### src/rtl/updown_mm_counter.sv
// rtl/updown_mm_counter.sv - up/down counter with limit, wrap/saturate, load, tc pulses and watermarks
// Optional max/min watermark tracking is built when UPDOWN_WM_EN is defined.
module updown_mm_counter #(
  parameter int WIDTH      = 32,
  parameter int STEP_WIDTH = 8
) (
  input  logic                  clk,
  input  logic                  reset,
  input  logic                  en,
  input  logic                  up,
  input  logic                  load,
  input  logic [WIDTH-1:0]      load_val,
  input  logic [STEP_WIDTH-1:0] step,
  input  logic [WIDTH-1:0]      limit,
  input  logic                  sat_mode,
  input  logic                  clr_wm,
  output logic [WIDTH-1:0]      count,
  output logic                  tc_up,
  output logic                  tc_dn,
  output logic [WIDTH-1:0]      max_wm,
  output logic [WIDTH-1:0]      min_wm
);

  generate
    if (STEP_WIDTH > WIDTH) begin : g_bad_step_width
      $error("STEP_WIDTH must not exceed WIDTH");
    end
  endgenerate

  logic [WIDTH-1:0] r_count;
  logic             r_tc_up;
  logic             r_tc_dn;

  // All arithmetic is carried one bit wider so the up-step carry is never lost.
  logic [WIDTH:0]   w_step_ext;
  logic [WIDTH:0]   w_count_ext;
  logic [WIDTH:0]   w_limit_ext;
  logic [WIDTH:0]   w_limit_p1;
  logic [WIDTH:0]   w_sum;
  logic [WIDTH:0]   w_wrap_up;
  logic [WIDTH:0]   w_under;
  logic [WIDTH-1:0] w_next_count;
  logic             w_next_tc_up;
  logic             w_next_tc_dn;
  logic             w_write;

  assign w_step_ext  = {{(WIDTH-STEP_WIDTH+1){1'b0}}, step};
  assign w_count_ext = {1'b0, r_count};
  assign w_limit_ext = {1'b0, limit};
  assign w_limit_p1  = w_limit_ext + {{WIDTH{1'b0}}, 1'b1};
  assign w_sum       = w_count_ext + w_step_ext;
  assign w_wrap_up   = w_sum - w_limit_p1;
  assign w_under     = w_step_ext - w_count_ext;

  always_comb begin
    w_next_count = r_count;
    w_next_tc_up = 1'b0;
    w_next_tc_dn = 1'b0;
    w_write      = 1'b0;
    if (load) begin
      w_write      = 1'b1;
      w_next_count = (load_val > limit) ? limit : load_val;
    end else if (en) begin
      w_write = 1'b1;
      if (step != '0) begin
        if (up) begin
          if (w_sum <= w_limit_ext) begin
            w_next_count = w_sum[WIDTH-1:0];
          end else begin
            w_next_tc_up = 1'b1;
            if (sat_mode || (w_wrap_up > w_limit_ext)) begin
              w_next_count = limit;
            end else begin
              w_next_count = w_wrap_up[WIDTH-1:0];
            end
          end
        end else begin
          if (w_step_ext <= w_count_ext) begin
            w_next_count = r_count - w_step_ext[WIDTH-1:0];
          end else begin
            w_next_tc_dn = 1'b1;
            // Wrapped result is limit+1-(step-count); going below zero clamps to 0.
            if (sat_mode || (w_under > w_limit_p1)) begin
              w_next_count = '0;
            end else begin
              w_next_count = w_limit_p1[WIDTH-1:0] - w_under[WIDTH-1:0];
            end
          end
        end
      end
    end
  end

  always_ff @(posedge clk) begin
    if (reset) begin
      r_count <= '0;
      r_tc_up <= 1'b0;
      r_tc_dn <= 1'b0;
    end else begin
      r_count <= w_next_count;
      r_tc_up <= w_next_tc_up;
      r_tc_dn <= w_next_tc_dn;
    end
  end

  assign count = r_count;
  assign tc_up = r_tc_up;
  assign tc_dn = r_tc_dn;

`ifdef UPDOWN_WM_EN
  logic [WIDTH-1:0] r_max_wm;
  logic [WIDTH-1:0] r_min_wm;

  always_ff @(posedge clk) begin
    if (reset) begin
      r_max_wm <= '0;
      r_min_wm <= '0;
    end else if (clr_wm) begin
      r_max_wm <= w_next_count;
      r_min_wm <= w_next_count;
    end else if (w_write) begin
      if (w_next_count > r_max_wm) r_max_wm <= w_next_count;
      if (w_next_count < r_min_wm) r_min_wm <= w_next_count;
    end
  end

  assign max_wm = r_max_wm;
  assign min_wm = r_min_wm;
`else
  logic w_unused_clr_wm;
  assign w_unused_clr_wm = clr_wm;
  assign max_wm = '0;
  assign min_wm = '0;
`endif

endmodule

### config.mk
export PLATFORM = sky130hd
export DESIGN_NAME = updown_mm_counter
export DESIGN_NICKNAME = d
export VERILOG_FILES = /design/src/rtl/updown_mm_counter.sv
export SDC_FILE = /design/constraint.sdc
export NUM_CORES = 1
export LEC_CHECK = 0
export BUFFER_PORTS_ARGS = -buffer_cell sky130_fd_sc_hd__buf_2
export CAP_MARGIN = 20
export CORE_MARGIN = 2
export CORE_UTILIZATION = 29
export CTS_CLUSTER_DIAMETER = 100
export DETAILED_ROUTE_END_ITERATION = 12
export GPL_ROUTABILITY_DRIVEN = 0
export SETUP_SLACK_MARGIN = 0.05
export SLEW_MARGIN = 20
export SYNTH_ARGS = -nofsm -noshare
export SYNTH_HDL_FRONTEND = slang
export SYNTH_SLANG_ARGS = --single-unit
export TNS_END_PERCENT = 100
### constraint.sdc
create_clock -name clk -period 8.5 [get_ports clk]
set_input_delay 2.125 -clock clk [delete_from_list [all_inputs] [get_ports clk]]
set_output_delay 2.125 -clock clk [all_outputs]
set_load 0.02 [all_outputs]
* After elaboration in Yosys (flattened, before gate mapping)
Cells that the tools add are included.
** Operators by class
- Add/sub/neg operators :: 6
- $mul :: 0
- Divide/modulo/power cells :: 0
- $lt $le $gt $ge :: 5
- Equal/unequal tests :: 0
- Shift-type cells :: 0
- Muxes and demuxes :: 11
- Bitwise gates (word level) :: 3
- Reduce and logical (&&, ||, !) cells :: 8
** Operator list (count)
- 32-bit 2-to-1 mux :: 9
- 32-bit by 1-bit adder with 33-bit output (second input constant) :: 1
- 32-bit by 8-bit adder with 33-bit output :: 1
- 33-bit by 32-bit greater-than comparator with 1-bit output :: 1
- 33-bit greater-than comparator :: 1
- 33-bit by 32-bit <= comparator with 1-bit output :: 1
- 33-bit subtractor :: 1
- 8-bit by 32-bit subtractor with 33-bit output :: 1
- 32-bit greater-than comparator :: 1
- 8-bit by 32-bit <= comparator with 1-bit output :: 1
- 32-bit subtractor :: 1
- 32-bit by 8-bit subtractor with 32-bit output :: 1
- 5-bit OR reduction :: 2
- 8-bit nonzero test :: 1
- 2-bit nonzero test :: 2
- 1-bit inverter :: 3
- 1-bit logical OR :: 2
- 1-bit 2-to-1 mux :: 2
- 2-bit AND reduction :: 1
** Storage, ports and cells
- Register bits :: 34
- Bits in latches :: 0
- RAM bits :: 0
- Bits in read-only memories :: 0
- Input port bits :: 79
- Output and inout bits :: 98
- Memories :: 0

* Depth between registers and ports, before layout
Gate-level depths: netlist of run 1.
- Depth after elaboration :: 10
- Mapped depth :: 28
- Gate-level depth less buffers :: 27

* Least setup slack after synthesis of run 1
OpenSTA, ideal clock, no wires.
- Path type :: input to register
- Start point :: input port step[0]
- End point :: register r_count[19] (netlist: count[19])
- Setup time :: 120 ps
- Data arrival time :: 7793 ps
- Setup slack :: 588 ps
- Cell stages on the path :: 26
- Buffers on the path :: 1
- Path through :: ha_1 fa_1 nor2b_1 o311a_1 o211ai_2 nor2_1 nand3_1 xnor2_1 ha_1 clkbuf_1 nand4_1 nor3_1 nand4_1 o31ai_1 o21ai_0 and4_1 or3_1 ha_1 nand2_1 nor2_1 a41o_1 or3_1 o211ai_1 nor3_4 mux2_1 o31a_1
** On the way
- Word-level cells in the longest chain between the ends :: 10
** RTL lines
- start: declaration :: line 13 : input logic [STEP_WIDTH-1:0] step,
- 32-bit by 8-bit adder with 33-bit output :: line 51 : assign w_sum = w_count_ext + w_step_ext;
- 33-bit subtractor :: line 52 : assign w_wrap_up = w_sum - w_limit_p1;
- 33-bit by 32-bit greater-than comparator with 1-bit output :: line 71 : if (sat_mode || (w_wrap_up > w_limit_ext)) begin
- 1-bit logical OR :: line 71
- 32-bit 2-to-1 mux :: line 71
- 32-bit 2-to-1 mux :: line 67 : if (w_sum <= w_limit_ext) begin
- 32-bit 2-to-1 mux :: line 66 : if (up) begin
- 32-bit 2-to-1 mux :: line 65 : if (step != '0) begin
- 32-bit 2-to-1 mux :: line 63 : end else if (en) begin
- 32-bit 2-to-1 mux :: line 60 : if (load) begin
- end signal: assignment :: line 100 : r_count <= w_next_count;
- end: declaration :: line 30 : logic [WIDTH-1:0] r_count;
Several ways; a longest one is shown, not always the timed one. The select of a mux whose other input is x is not followed.
A chain may end at the register's enable or synchronous reset.

* Worst setup path in the final report of run 1
- Start point :: input port limit[1]
- End point :: register r_count[14] (netlist: count[14])
** On the way
- Word-level cells in the longest chain between the ends :: 10
** RTL lines
- start: declaration :: line 14 : input logic [WIDTH-1:0] limit,
- 32-bit by 1-bit adder with 33-bit output :: line 50 : assign w_limit_p1 = w_limit_ext + {{WIDTH{1'b0}}, 1'b1};
- 33-bit subtractor :: line 52
- 33-bit by 32-bit greater-than comparator with 1-bit output :: line 71
- 1-bit logical OR :: line 71
- 32-bit 2-to-1 mux :: line 71
- 32-bit 2-to-1 mux :: line 67
- 32-bit 2-to-1 mux :: line 66
- 32-bit 2-to-1 mux :: line 65
- 32-bit 2-to-1 mux :: line 63
- 32-bit 2-to-1 mux (*) :: line 60
Mark *: on every way between the ends. The rest lies on a longest branch, timed or not. The select of a mux whose other input is x is not followed.

==> results.md, run 1 <==
- The via count is 16400.
- The violation count after the first detailed-route iteration is 2197.
- The tool flagged a number of max-cap violations equal to 0.
- The tree is rooted in a clkbuf_16.
- The number of antenna violations at the first check in global routing is 0.
- At the worst endpoint, the arrival time is 8520 ps.
- The final instance area is 16300 µm².
- The area overhead of the layout relative to synthesis is 17.6%.
- The final cell utilization of the core is 34.3%.
- Summing every instance area after synthesis gives 13900 µm².
- The CTS sink count is 34.
- After synthesis, the mean cell area works out to 7.05 µm².
- The layer with the highest usage after global routing is met2.
- The worst hold path belongs to the class register to register.
- The largest fanout on the critical path is 8.
- The number of optimization iterations in the first detailed-route pass is 8.
- For this run, global-route usage on met2 was measured as 38.1%.
- Global routing used 29.9% of the available met1 tracks.
- The number of instances in the synthesized netlist is 1967.
- Of the total synthesized cell area, the portion taken by AND, OR, NAND and NOR gates is 23.9%.
- After Yosys synthesis, XOR and XNOR cells account for 11.1% of the synthesized area.
- The floorplan step set the die width to 223 µm.
- The floorplan has 80 rows.
- The clock slew at the register clock pins of the worst setup and hold paths is 60 ps.
- Dividing the detail-routed via count by the number of cells gives 5.85.
- The async set-reset flop share out of synthesis is 0%.
- The number of hold buffers added after CTS was 0.
- Summed over all cells, the static leakage comes to 0.00742 µW.
- On the critical path the largest part of the delay comes from simple AND/OR/NAND/NOR gates.
- The die area is 49600 µm².
- The HPWL after detailed placement is 51.3 mm.
- The worst setup path is of the primary input to register kind.
- The cell repeated most along the worst path is buf_4.
- The first global-routing pass estimated 91.1 mm of wire.
- The number of global-route vias before repair was 15400.
- The setup skew after layout is 7.94 ps.
- The total wire length after detailed routing is 61.0 mm.
- The placed cell area is 15900 µm².
- In this run the tightest slew margin relative to its limit is 11.4%.
- The number of H-tree levels is 2.
- The pin slew with the least headroom to its limit is 1310 ps.
- The run finished with clean final reports.
- For this run, the post-layout net count is 2480.
- The worst setup path is launched from a primary input.
- The repair_antennas step left the layout with diodes totalling 0.
- On the worst path, the slowest cell contributes a delay of 470 ps.
- The total count of max-transition violations in the final report came to 0.
- The area share of the leading cell type in the synthesized netlist is 19.6%.
- The top achievable clock speed is 120 MHz.
- The clock insertion delay at the later pin of the skew report is 300 ps.
- Sorting the synthesized cells by area gives the leading types as ha_1, xnor2_1, dfxtp_1.
- Summing the areas of all compound-gate instances in the mapped netlist gives 27.7% of the synthesized area.
- Global routing consumed, on the met3 layer, 3.05% of the routing resources.
- The number of clock buffers added by TritonCTS is 5.
- The fraction of the mapped netlist area in adder cells is 20.3%.
- The share of the yosys chip area belonging to registers is 4.91%.
- The area of the core region is 47400 µm².
- The buffer and inverter count on the worst path is 10.
- The overall fraction of global-route tracks in use is 23.6%.
- Synthesis instantiated 95 different standard cells from the library.
- In the synthesized netlist, mux cells make up 1.84% of the area.
- In the final layout, the share of cells above drive strength 1 is 17.2%.
- For this run, design rule violations remaining after detail routing come to 0.
- The count of buffers inserted at the top-level ports is 111.
- The die boundary height is 223 µm.
- Global routing finished with a remaining overflow of 0.
- Entering global routing, the biggest net connects 37 pins.
- Setup repair after global routing left no endpoint under its margin.
- Once detail routing completed, the nets flagged for antenna violations numbered 0.
- The synthesized design spends more area on one cell type than any other, namely ha_1.
- 177 I/O pins were placed.
- After synthesis, the largest family of logic cells by area is compound AO/OA/AOI/OAI gates.
- The CTS tree is done.
- The number of hold violations in the final report was 0.
- The library cell contributing the largest single delay on the critical path is or3_1.
- The sort of element at the end of the critical path is a register.
- Dividing the detail-routed wire length by the instance count gives 21.8 µm.
- The worst IR drop on VDD is 0.0000750 V.
- The worst slack on hold paths is 617 ps.
- The worst endpoint required time is 8670 ps.
- The worst path in the final design needs a cycle of 8350 ps, including I/O delays and setup.
- The most instantiated flip-flop cell in the synthesis netlist is dfxtp_1.
- The final cycle utilization of the critical path is 98.2%.
- The number of synthesized flops with an enable pin is 0.
- For this configuration, the core starts out at a cell density of 29.2%.
- The number of warning messages in the yosys log is 0.
- Counting along the longest clock path gives a buffer depth of 2.
- Dividing total power by cell area gives a power density of 147 nW/µm².
- Setup violations remaining at the end of the flow were counted as 0.
- Synthesis inferred 34 register bits.
==> path summary, 6_finish.rpt <==
kind / cells past startpoint / from / endpoint / slack, ps
setup / recovery: 33 / limit[1] / count[14]$_SDFFE_PP0P_ / 150
hold / removal: 2 / count[3]$_SDFFE_PP0P_ / count[3]$_SDFFE_PP0P_ / 620
setup reg to reg: 28 / count[9]$_SDFFE_PP0P_ / count[14]$_SDFFE_PP0P_ / 1730
hold reg to reg: 2 / count[3]$_SDFFE_PP0P_ / count[3]$_SDFFE_PP0P_ / 620
==> power by group <==
| part | switching [µW] | leakage (µW) | internal [µW] |
|---|---|---|---|
| combinational | 1170 | 0.00707 | 788 |
| clock | 79.4 | 0.0000739 | 116 |
| sequential | 66.4 | 0.000283 | 177 |
==> worst register-to-register path, delay by kind of cell, from the launching register on <==
| family | cells | cell delay, ps |
|---|---|---|
| compound gates | 5 | 960 |
| simple gates | 12 | 2810 |
| buf+inv | 7 | 1130 |
| mux | 1 | 250 |
| flops | 1 | 730 |
| fa+ha+maj | 2 | 450 |
| xor+xnor | 1 | 320 |
==> logic make-up after synthesis <==
group	after synthesis
xor gates and xnor gates	173
other	1
AOI/OAI and AO/OA	564
DFF	34
adders and majority gates	222
and+or+nand+nor	649
muxes	25
buffers and inverters	299
==> flip-flops by register name, indices dropped and copies added, names as in the netlist <==
signal and flops:
tc_up 1, tc_dn 1, count 32
==> metal layers <==
metal / share of wire [%] / routed length [µm]
met1: 40 / 24400
met2: 44 / 26700
met3: 9.0 / 5510
met4: 7.3 / 4430
met5: 0 / 0
==> timing repair <==
action | 4_1_cts | 5_1_grt
setup endpoints to repair | 23 | 32
pin swaps | 4 | 12
setup buffers | 2 | 4
resized for setup | 3 | 35
gates cloned | 0 | 0
==> per-stage QoR <==
step	total power, µW	TNS (ps)	cells	setup slack (ps)
after global routing	2570	0	2795	30.7
final	2400	0	2795	151
after CTS	2320	0	2791	57.3
after floorplan	1470	0	2030	588
after global placement	2070	-3850	2781	-237
after detailed placement	2110	-8380	2781	-375
==> Yosys cell counts, drive strengths merged, types with 23 or more instances <==
cell type    n
a211oi      37
nor2       159
xnor2      117
nand4       42
clkbuf      68
xor2        56
a31oi       36
inv        136
nand2b      24
ha         217
buf         94
dfxtp       34
nor3        52
nor4        23
o21ai      114
nand3       91
a21o        43
a21oi      118
nand2      127
==> area by class of cell <==
| type | count | area [µm²] |
|---|---|---|
| clock buffers | 7 | 143 |
| clock inverters | 1 | 5.00 |
| fillers | 5095 | 31100 |
| inverters | 137 | 514 |
| multi-input cells | 1697 | 12200 |
| flip-flops and latches | 34 | 681 |
| well taps | 615 | 769 |
| repair buffers | 304 | 2020 |
==> layout by cell type (no fill, tap or decap), types with 24 or more instances in the layout <==
| master | n |
|---|---|
| a211oi_1 | 34 |
| a21o_1 | 43 |
| a21oi_1 | 116 |
| a31oi_1 | 36 |
| buf_2 | 111 |
| buf_4 | 190 |
| conb_1 | 64 |
| dfxtp_1 | 34 |
| ha_1 | 216 |
| inv_1 | 136 |
| nand2_1 | 126 |
| nand2b_1 | 24 |
| nand3_1 | 89 |
| nand4_1 | 42 |
| nor2_1 | 157 |
| nor3_1 | 46 |
| o21ai_0 | 100 |
| xnor2_1 | 112 |
| xor2_1 | 56 |
No activity file was read; power rests on OpenSTA's default activity.
==> inputs of run 2 (changes only) <==
- BUFFER_PORTS_ARGS: -buffer_cell sky130_fd_sc_hd__buf_2 -> -buffer_cell sky130_fd_sc_hd__buf_4
- CORE_ASPECT_RATIO: unset -> 0.8
==> results.md, run 2 (synthesis results as in run 1) <==
- Status: completed (unchanged).
- The cell repeated most along the worst path is buf_4 (unchanged).
- The buffer and inverter count on the worst path is 6 (was 10).
- The number of flip-flops under the largest register name came to 32 (unchanged).
- The power density over the cells is 147 nW/µm² (about the same).
- The wire length of the first global-routing pass is 91.9 mm (was 91.1 mm).
- The die boundary height came to 200 µm (was 223 µm).
- The total wire length after detailed routing came to 62.1 mm (was 61.0 mm).
- The post-layout minimum cycle time is 8250 ps (was 8350 ps).
- The switching power total is 1350 µW (was 1320 µW).
- The via count is 16500 (was 16400).
- The setup TNS is 0 ps (unchanged).
- The final cycle utilization of the critical path is 97.1% (was 98.2%).
- The violation count after the first detailed-route iteration is 2239 (was 2197).
- The worst IR drop on VDD is 0.0000773 V (was 0.0000750 V).
- The total of endpoints with negative setup slack in the final report is 0 (unchanged).
- The area of the core region was 47100 µm² (was 47400 µm²).
- The standby leakage power is 0.00746 µW (was 0.00742 µW).
- The fraction of power spent switching nets is 55.3% (was 54.9%).
- The aggregate global routing overflow is 0 (unchanged).
- The share of power burned in registers is 10.1% (about the same).
- The CTS tree is done (unchanged).
- The cell-internal power is 1090 µW (was 1080 µW).
- The antenna diode instance count is 0 (unchanged).
- The wire length on met1 was 25.6 mm (was 24.4 mm).
- The kind of path behind the tightest hold check was register to register (unchanged).
- The die area was 49600 µm² (about the same).
- The number of placed I/O pins is 177 (unchanged).
- The clock slew at the register clock pins of the worst setup and hold paths came to 50 ps (was 60 ps).
- The count of standard-cell rows is 71 (was 80).
- The kind of launch point of the worst setup path is a primary input (unchanged).
- The count of nets after finishing is 2469 (was 2480).
- The CTS sink count came to 34 (unchanged).
- The worst slack on hold paths is 586 ps (was 617 ps).
- The number of CTS-inserted buffers is 5 (unchanged).
- The number of optimization iterations in the first detailed-route pass is 7 (was 8).
- The number of H-tree levels is 2 (unchanged).
- The pin slew with the least headroom to its limit was 1080 ps (was 1310 ps).
- The stage delay of the slowest cell on the critical path came to 400 ps (was 470 ps).
- The number of global-route vias before repair was 15300 (was 15400).
- Top library cells by usage in the layout, fill and taps aside: buf_4, ha_1, nor2_1 (was ha_1, buf_4, nor2_1).
- The placed cell area is 16100 µm² (was 15900 µm²).
- The setup skew after layout is 10.3 ps (was 7.94 ps).
- The overall fraction of global-route tracks in use is 23.9% (was 23.6%).
- The max-capacitance violation count is 0 (unchanged).
- The area overhead of the layout relative to synthesis is 19.9% (was 17.6%).
- The count of buffers inserted at the top-level ports is 111 (unchanged).
- The via-per-instance ratio is 5.91 (was 5.85).
- The number of routed nets with antenna violations is 0 (unchanged).
- The clock insertion delay at the later pin of the skew report is 300 ps (about the same).
- The met2 wire length is 25.9 mm (was 26.7 mm).
- The most common cell after layout, fill and taps aside is buf_4 (was ha_1).
- The sort of element at the end of the critical path is a register (unchanged).
- The starting utilization of the core area is 29.4% (was 29.2%).
- The total power is 2440 µW (was 2400 µW).
- The signal arrival time at the worst endpoint is 8410 ps (was 8520 ps).
- The wire length per cell is 22.3 µm (was 21.8 µm).
- The cell at the root of the clock tree is clkbuf_16 (unchanged).
- The library cell contributing the largest single delay on the critical path is a2111oi_2 (was or3_1).
- The horizontal die dimension is 248 µm (was 223 µm).
- The final instance area is 16600 µm² (was 16300 µm²).
- The remaining routing DRC violations is 0 (unchanged).
- The worst max-slew margin expressed relative to the limit is 27.9% (was 11.4%).
- The number of non-filler instances in the completed layout is 2788 (was 2795).
- The combinational fraction of design power is 82.2% (was 81.7%).
- The met3 wire length was 7.03 mm (was 5.51 mm).
- The top achievable clock speed came to 121 MHz (was 120 MHz).
- The HPWL reported at the end of detailed placement is 52.0 mm (was 51.3 mm).
- The number of buffers between clock root and the deepest sink was 2 (unchanged).
- The cell family with the largest share of critical-path delay is compound AO/OA/AOI/OAI gates (was simple AND/OR/NAND/NOR gates).
- The share of post-route cells with drive strength above 1 was 17.5% (was 17.2%).
- The largest fanout on the critical path is 10 (was 8).
- The category of the critical setup timing path is primary input to register (unchanged).
- The number of antenna violations at the first check in global routing is 1 (was 0).
- The number of hold violations in the final report came to 0 (unchanged).
- The largest net degree at the start of global routing is 37 (unchanged).
- The total count of max-transition violations in the final report is 0 (unchanged).
- The highest routing layer actually used is met4 (unchanged).
- The clock network fraction of total power is 7.7% (was 8.2%).
- The worst endpoint required time was 8650 ps (was 8670 ps).
- The instance count after placement with tap cells included was 2773 (was 2781).
-- run 2: through the flow --
stage / worst slack (ps) / utilization, %
after global routing: -43.2 / 35.3
after detailed placement: -417 / 34.3
after CTS: 43.7 / 34.6
final: 249 / 35.3
after global placement: -309 / 34.3
after floorplan: 588 / -
-- run 2: final timing paths --
path | start | end | slack (ps) | cells past startpoint
max reg2reg | count[9]$_SDFFE_PP0P_ | count[11]$_SDFFE_PP0P_ | 1720 | 24
min reg2reg | count[5]$_SDFFE_PP0P_ | count[5]$_SDFFE_PP0P_ | 590 | 2
min | count[5]$_SDFFE_PP0P_ | count[5]$_SDFFE_PP0P_ | 590 | 2
max | step[0] | count[11]$_SDFFE_PP0P_ | 250 | 29
-- run 2: cell type report --
cell class | count | area, µm²
Fill cell | 4973 | 30500
Tap cell | 620 | 776
Inverter | 137 | 514
Clock buffer | 6 | 129
Timing Repair Buffer | 293 | 2230
Multi-Input combinational cell | 1697 | 12300
Clock inverter | 1 | 7.51
Sequential cell | 34 | 681
-- run 2: per-layer routing --
metal  track usage [%]  vias to the layer above
met5                 0                        -
met4              11.9                        0
met3              4.55                      180
met2              36.8                     1056
met1              32.0                     7767
li1                  -                     7485
-- run 2: power by group through the flow --
stage	Sequential [µW]	Combinational [µW]	Clock (µW)
after floorplan	214	1260	0
after global placement	244	1840	0
after detailed placement	245	1880	0
after CTS	242	1900	188
after global routing	250	2160	194
final	247	2010	188
-- run 2: worst min-delay path, delay by kind of cell, from the launching register on --
family	cells	cell delay, ps
AO/OA/AOI/OAI	1	80
flip-flops	1	350
buffers and inverters	1	100
-- run 2: what timing repair did --
action                                  in CTS  in global routing
pin swaps                                    0                 21
endpoints found under the setup margin       4                 32
setup buffers                                0                  8
hold buffers                                 0                  0
resized for setup                            4                 49
cloned                                       0                  0
